[src/rtl/goldschmidt_pkg.sv]
// Shared types and Q2.(WIDTH-2) fixed-point constants for the Goldschmidt divider datapath.
package goldschmidt_pkg;

  typedef enum logic [1:0] {
    IDLE = 2'd0,
    NORM = 2'd1,
    DONE = 2'd2
  } prenorm_state_t;

  localparam int unsigned GS_DATA_W = 24;
  localparam int unsigned GS_WIDTH  = 30;
  localparam int unsigned ONE_BIT   = GS_WIDTH - 2;
  localparam int unsigned HALF_BIT  = GS_WIDTH - 3;

  // 0.75 initial reciprocal seed for the divider iterations
  localparam logic [GS_WIDTH-1:0] K0 = GS_WIDTH'(3) << (GS_WIDTH - 4);

endpackage

[src/rtl/goldschmidt_prenorm_lane.sv]
// One operand lane: shift register with leading-zero counter, normalizing toward bit WIDTH-3.
// GS_PRENORM_FAST_EN enables 4-bit skips when the top four fraction bits are clear.
module prenorm_lane
  import goldschmidt_pkg::*;
#(
  parameter int unsigned WIDTH = GS_WIDTH,
  parameter int unsigned CNT_W = $clog2(GS_DATA_W)
) (
  input  logic             clk,
  input  logic             reset,
  input  logic             load_i,
  input  logic [WIDTH-1:0] load_val_i,
  input  logic             step_i,
  output logic [WIDTH-1:0] val_o,
  output logic [CNT_W-1:0] cnt_o,
  output logic             done_c,
  output logic             zero_c
);

  localparam int unsigned HB = WIDTH - 3;

  logic [WIDTH-1:0] val_q, val_d;
  logic [CNT_W-1:0] cnt_q, cnt_d;

  assign done_c = val_q[HB];
  assign zero_c = (val_q == '0);
  assign val_o  = val_q;
  assign cnt_o  = cnt_q;

  // Normalized or zero lanes hold; others shift toward the half bit
  always_comb begin
    val_d = val_q;
    cnt_d = cnt_q;
    if (load_i) begin
      val_d = load_val_i;
      cnt_d = '0;
    end else if (step_i && !done_c && !zero_c) begin
`ifdef GS_PRENORM_FAST_EN
      if (val_q[HB -: 4] == 4'd0) begin
        val_d = val_q << 4;
        cnt_d = cnt_q + CNT_W'(4);
      end else begin
        val_d = val_q << 1;
        cnt_d = cnt_q + CNT_W'(1);
      end
`else
      val_d = val_q << 1;
      cnt_d = cnt_q + CNT_W'(1);
`endif
    end
  end

  always_ff @(posedge clk) begin
    if (!reset) begin
      val_q <= '0;
      cnt_q <= '0;
    end else begin
      val_q <= val_d;
      cnt_q <= cnt_d;
    end
  end

endmodule

[src/rtl/goldschmidt_prenorm.sv]
// Operand pre-normalizer for the Goldschmidt divider: scales both operands into [0.5,1.0).
// Optional GS_PRENORM_FAST_EN shortens latency via 4-bit lane skips; results are unchanged.
module goldschmidt_prenorm
  import goldschmidt_pkg::*;
#(
  parameter int unsigned DATA_W = 24,
  parameter int unsigned WIDTH  = 30,
  parameter int unsigned CNT_W  = $clog2(DATA_W)
) (
  input  logic              clk,
  input  logic              reset,
  input  logic              in_valid,
  output logic              in_ready,
  input  logic [DATA_W-1:0] dividend,
  input  logic [DATA_W-1:0] divisor,
  output logic              out_valid,
  input  logic              out_ready,
  output logic [WIDTH-1:0]  numerator,
  output logic [WIDTH-1:0]  denominator,
  output logic [CNT_W:0]    exp,
  output logic              div_zero
);

  localparam int unsigned LOAD_SH = WIDTH - 2 - DATA_W;

  prenorm_state_t state_q, state_d;
  logic           out_valid_q, out_valid_d;
  logic [CNT_W:0] exp_q, exp_d;
  logic           div_zero_q, div_zero_d;

  logic             load_c, step_c, lanes_done_c;
  logic [WIDTH-1:0] num_load_c, den_load_c;
  logic [CNT_W-1:0] num_cnt, den_cnt;
  logic             num_done, num_zero, den_done, den_zero;

  assign num_load_c   = WIDTH'(dividend) << LOAD_SH;
  assign den_load_c   = WIDTH'(divisor) << LOAD_SH;
  assign lanes_done_c = (num_done || num_zero) && (den_done || den_zero);

  prenorm_lane #(.WIDTH(WIDTH), .CNT_W(CNT_W)) u_num (
    .clk        (clk),
    .reset      (reset),
    .load_i     (load_c),
    .load_val_i (num_load_c),
    .step_i     (step_c),
    .val_o      (numerator),
    .cnt_o      (num_cnt),
    .done_c     (num_done),
    .zero_c     (num_zero)
  );

  prenorm_lane #(.WIDTH(WIDTH), .CNT_W(CNT_W)) u_den (
    .clk        (clk),
    .reset      (reset),
    .load_i     (load_c),
    .load_val_i (den_load_c),
    .step_i     (step_c),
    .val_o      (denominator),
    .cnt_o      (den_cnt),
    .done_c     (den_done),
    .zero_c     (den_zero)
  );

  assign in_ready  = (state_q == IDLE) && reset;
  assign out_valid = out_valid_q;
  assign exp       = exp_q;
  assign div_zero  = div_zero_q;

  // Next-state and control decode
  always_comb begin
    state_d     = state_q;
    out_valid_d = out_valid_q;
    exp_d       = exp_q;
    div_zero_d  = div_zero_q;
    load_c      = 1'b0;
    step_c      = 1'b0;
    case (state_q)
      IDLE: begin
        if (in_valid) begin
          load_c  = 1'b1;
          state_d = NORM;
        end
      end
      NORM: begin
        if (lanes_done_c) begin
          exp_d       = (CNT_W+1)'(den_cnt) - (CNT_W+1)'(num_cnt);
          div_zero_d  = den_zero;
          out_valid_d = 1'b1;
          state_d     = DONE;
        end else begin
          step_c = 1'b1;
        end
      end
      DONE: begin
        if (out_ready) begin
          out_valid_d = 1'b0;
          state_d     = IDLE;
        end
      end
      default: state_d = IDLE;
    endcase
  end

  always_ff @(posedge clk) begin
    if (!reset) begin
      state_q     <= IDLE;
      out_valid_q <= 1'b0;
      exp_q       <= '0;
      div_zero_q  <= 1'b0;
    end else begin
      state_q     <= state_d;
      out_valid_q <= out_valid_d;
      exp_q       <= exp_d;
      div_zero_q  <= div_zero_d;
    end
  end

endmodule
[config.mk]
export PLATFORM = sky130hd
export DESIGN_NAME = goldschmidt_prenorm
export DESIGN_NICKNAME = d
export VERILOG_FILES = /design/src/rtl/goldschmidt_pkg.sv /design/src/rtl/goldschmidt_prenorm_lane.sv /design/src/rtl/goldschmidt_prenorm.sv
export SDC_FILE = /design/constraint.sdc
export NUM_CORES = 1
export LEC_CHECK = 0
export ABC_CLOCK_PERIOD_IN_PS = 2100
export CAP_MARGIN = 40
export CORE_MARGIN = 4
export CORE_UTILIZATION = 45
export DETAILED_ROUTE_END_ITERATION = 12
export GPL_ROUTABILITY_DRIVEN = 0
export PLACE_DENSITY = 0.77
export SYNTH_ARGS = -nofsm -noshare
export SYNTH_HDL_FRONTEND = slang
export SYNTH_SLANG_ARGS = --single-unit
[constraint.sdc]
create_clock -name clk -period 2.1 [get_ports clk]
set_input_delay 0.21 -clock clk [delete_from_list [all_inputs] [get_ports clk]]
set_output_delay 0.21 -clock clk [all_outputs]
set_load 0.1 [all_outputs]
* Word level (Yosys, flattened, before mapping)
Cells that the tools add are included.
** Operators by class
- Bitwise operators :: 1
- Equal/unequal tests :: 5
- Reductions and logical operators :: 22
- Mux-type cells :: 15
- Add/subtract/negate cells :: 3
** Operator list (number)
- 2-to-1 mux 28 bit :: 4
- logical NOT 30 bit :: 2
- adder 5 x 1 -> 5 bit, second input constant :: 2
- logical AND 1 bit :: 6
- 2-to-1 mux 1 bit :: 6
- 2-to-1 mux 2 bit :: 3
- inequality test 2 bit, second input constant :: 3
- one-hot mux 2 bit (3 select lines) :: 1
- AND reduction 3 bit :: 2
- nonzero test 2 bit :: 3
- subtractor 5 x 5 -> 6 bit :: 1
- logical NOT 1 bit :: 4
- == test 2 x 1 -> 1 bit, second input constant :: 1
- == test 2 bit, second input constant :: 1
- logical NOT 2 bit :: 1
- logical OR 1 bit :: 2
- one-hot mux 1 bit (2 select lines) :: 1
- AND reduction 2 bit :: 1
- OR reduction 2 bit :: 1
- NOT 1 bit :: 1
** Storage, ports and cells
- Register bits :: 72
- Logic and storage cells :: 56

* Logic depth before layout (Yosys ltp)
- Depth in word-level cells :: 9
- Depth in mapped cells :: 8
- Gate-level depth less buffers :: 8

* Hierarchy
Synthesis repeated with hierarchy kept, for this count alone.
** Second synthesis, totals
- Cell total of the unflattened synthesis :: 490
- Area, all modules :: 4080.2 um2
** Modules (own cells, without submodules)
- prenorm_lane :: area each 1745.4 um2, cells each 209, sequential area each 700.7 um2, instances 2
- goldschmidt_prenorm :: area each 589.3 um2, cells each 72, sequential area each 200.2 um2, instances 1

* Worst setup path after synthesis
Ideal clock, no wire load.
- Kind :: input to output
- From :: input port reset
- To :: output port in_ready
- Arrival time :: 2590 ps
- Setup slack :: -700 ps
- Path buffers :: 1
- Cell stages on the path :: 3
- Required time :: 1890 ps
- Path through :: clkinv_1 clkbuf_1 nor3_1
** On the way
- Cells in the longest elaborated chain, start to end :: 1
** RTL lines
- start, declared :: RTL line goldschmidt_prenorm.sv:11 : input logic reset,
- logical AND 1 bit :: RTL line goldschmidt_prenorm.sv:64 : assign in_ready = (state_q == IDLE) && reset;
- end, declared :: RTL line goldschmidt_prenorm.sv:13 : output logic in_ready,
Every way passes these cells.

* Worst setup path in the final report
- From :: register u_den.val_q[14] (netlist: u_den.val_o[14])
- To :: register exp_q[1] (netlist: exp[1])
** On the way
- Cells in the longest elaborated chain, start to end :: 4
** RTL lines
- start, declared :: RTL line goldschmidt_prenorm_lane.sv:22 : logic [WIDTH-1:0] val_q, val_d;
- start signal, assigned :: RTL line goldschmidt_prenorm_lane.sv:58 : val_q <= val_d;
- logical NOT 30 bit :: RTL line goldschmidt_prenorm_lane.sv:26 : assign zero_c = (val_q == '0);
- logical OR 1 bit :: RTL line goldschmidt_prenorm.sv:38 : assign lanes_done_c = (num_done || num_zero) && (den_done || den_zero);
- logical AND 1 bit :: RTL line goldschmidt_prenorm.sv:38
- AND reduction 2 bit (no line)
- end signal, assigned :: RTL line goldschmidt_prenorm.sv:113 : exp_q <= exp_d;
- end, declared :: RTL line goldschmidt_prenorm.sv:28 : logic [CNT_W:0] exp_q, exp_d;
Every way passes these cells.
A chain may end at the register's enable or synchronous reset.

==> impl_results.md <==
* Crit path launch type: flop
* Fin. Hold Viols at 0
* Fin Setup TNS at 0 ns
* Antenna violations before repair at 0
* Clock root cell: clkbuf_8
* Synthesized area at 3430 um2
* VDD IR max at 0.389 mV
* Total track usage at 0.216
* IO Pins at 121
* Placed cell count at 615
* Fillers at 634
* Sequential area share after synthesis at 0.420
* Number of global-route vias before repair at 3,232
* Fmax at 518 MHz
* CTS tree: built
* CTS Buffer Depth at 2
* Worst-margin pin slew at 0.740 ns
* Crit path time final at 1.93 ns
* # port buffers at 112
* FFs w/ async S/R, synth at 0
* RR Startpoint: u_den.val_o[14]
* Clk_skew at 0.00867 ns
* Pin count of the biggest net entering global routing at 51
* H-Tree Depth at 3
* Reg2reg path depth at 5
* Max-slew violations at 0
* TritonRoute pass-1 iters at 4
* Headroom to the max-slew limit at 0.507
* PD cells at 865 nW/um2
* Clk Latency, worst-skew pair at 0.35 ns
* Outcome: completed
* Mapped Avg Cell Area at 8.21 um2
* Area delta synth->final at 38.4%
* Inserted Diodes at 0
* Max Cap Viol at 0
* Post-route clock period utilization at 0.920
* # rows at 31
* Detailed Place HPWL at 7.32 mm
* Hold Crit Start: divisor[0]
* EDFF count, synth at 0
* Die Y at 95.3 um
* Die width at 95.3 um
* Num CTS Buffers at 9
* Initial DRC count at 158
* CP Data Required Time at 2.36 ns
* Yosys cell types at 47
* Pleak at 1.92 nW
* Final setup fails at 0
* Worst endpoint data arrival time at 2.19 ns
* Commonest non-fill, non-tap cell in the layout: buf_4
* Worst Hold End: u_den.val_o[4]
* Initial Util at 0.468
* Clock tree sinks at 72
* Yosys reg bits at 72
* Primary FF master, synth: dfxtp_1
* Top cells by area, synth: dfxtp_1, nand2_1, mux2i_1
* Worst hold path cell count at 3
* Unrepaired setup endpoints after global routing: no
* CP Max Fanout at 11
* Most frequent cells in the layout: buf_4, nand2_1, clkdlybuf4s50_1
* Crit end category: flop
* Reg-to-Reg End: exp[1]
* Post-CTS Hold Fix Bufs at 0
* Vias at 3,435
* Core area at 7330 um2
* Reg2Reg Setup Slack at 0.17 ns
* Crit Path Class: reg -> reg
* Cell taking the most area after synthesis: dfxtp_1
* Wirelength per Cell at 15.4 um
* Clock-pin slew on the worst setup and hold paths at 0.08 ns
* Area of the die at 9090 um2
* Via-per-instance ratio at 5.44
* Non-Filler Instances at 631
* First-pass GRT wire length at 15.4 mm
* DRC at 0
* Share of layout cells above drive strength 1 at 0.261
* Mapped Cells at 418
* Nets at 587
* Final wirelength at 9.70 mm
* Syn. warnings at 0
* Antenna-violating nets left at 0
* Worst min path class: in -> reg
* Yosys top cell area share at 0.420
* Total gr overflow at 0
-- kinds of logic after synthesis --
group | Yosys count | share of synthesized area
XOR/XNOR | 6 | 0.0153
buffers and inverters | 45 | 0.0700
AND/OR/NAND/NOR | 149 | 0.196
adder cells (fa/ha/maj) | 8 | 0.0314
flip-flops | 72 | 0.420
AO/OA/AOI/OAI | 120 | 0.217
other | 1 | 0.00109
multiplexers | 17 | 0.0496
-- layer usage --
layer  GRT usage  part of all wire  up-vias
met4      0.0793             0.011        0
met2       0.363              0.48      116
met3      0.0560             0.077        9
met5           0                 0        -
li1            -                 -     1709
met1       0.265              0.43     1601
-- cell usage after synthesis (all sizes together), types with 2 or more instances --
master and number:
o21ai 35, nand3 10, a21oi 26, nor4 11, nand2b 2, dfxtp 72
o21a 2, nand4 2, and3 3, a31oi 22, inv 7, nor3 3
and2 2, xnor2 5, mux2i 17, and4 3, clkbuf 17, ha 7
o211ai 2, nor2 36, or3 3, nand2 68, nor2b 2, buf 20
a211oi 19, a311oi 6, a21o 3
-- registers in the layout, summed over array words and instances (netlist names) --
signal       count
u_den.val_o     26
u_num.val_o     26
exp              6
u_den.cnt_o      5
u_num.cnt_o      5
state_q          2
div_zero         1
out_valid        1
-- how the worst max path moves through the flow --
| stage | from | to | slack [ns] | cells after the start |
|---|---|---|---|---|
| final | u_den.val_o[14] | exp[1] | 0.17 | 5 |
| after global routing | u_den.val_o[14] | exp[1] | 0.07 | 5 |
| after CTS | u_den.val_o[14] | state_q[0] | 0.14 | 5 |
| after detailed placement | u_den.val_o[14] | state_q[0] | 0.16 | 5 |
| after global placement | u_den.val_o[14] | u_den.val_o[27] | 0.14 | 5 |
| after floorplan | u_num.val_o[17] | u_num.val_o[22] | 0.006 | 7 |
-- what timing repair did --
item,4_1_cts,5_1_grt
setup endpoints to repair,0,1
buffers inserted,0,0
resized for setup,0,1
-- where the power goes --
part	internal (mW)	total, mW	switching, mW	leakage, nW
combinational	0.380	1.43	1.05	1.22
sequential	1.47	1.58	0.105	0.604
clock	0.548	1.09	0.546	0.0916
total	2.40	4.11	1.71	1.92
-- metrics by stage --
step                      setup WS, ns  instance area [um2]  hold slack, ns  total power [mW]  utilization
after global placement           0.145                 4540           0.456              3.02        0.619
final                            0.168                 4750           0.427              4.11        0.648
after global routing            0.0715                 4750           0.437              4.27        0.648
after floorplan                0.00646                 3510           0.339              2.68            -
after detailed placement         0.163                 4550           0.462              3.04        0.620
after CTS                        0.139                 4740           0.418              4.13        0.647
-- critical path: stages, from the launching register on --
cell      delay, ns
dfxtp_2        0.34
nor4_1         0.44
and4_1         0.34
a21o_1         0.37
a21oi_1        0.11
a311oi_1       0.24
-- layout make-up --
class	count	area, um2	share of cell area
Multi-Input combinational cell	308	1790	0.378
Sequential cell	72	1490	0.313
Timing Repair Buffer	128	1120	0.235
Clock buffer	9	124	0.0261
Tap cell	99	124	0.0261
Clock inverter	7	71.3	0.0150
Inverter	8	30.0	0.00632
Note: power is estimated with default switching activity, not from simulation.
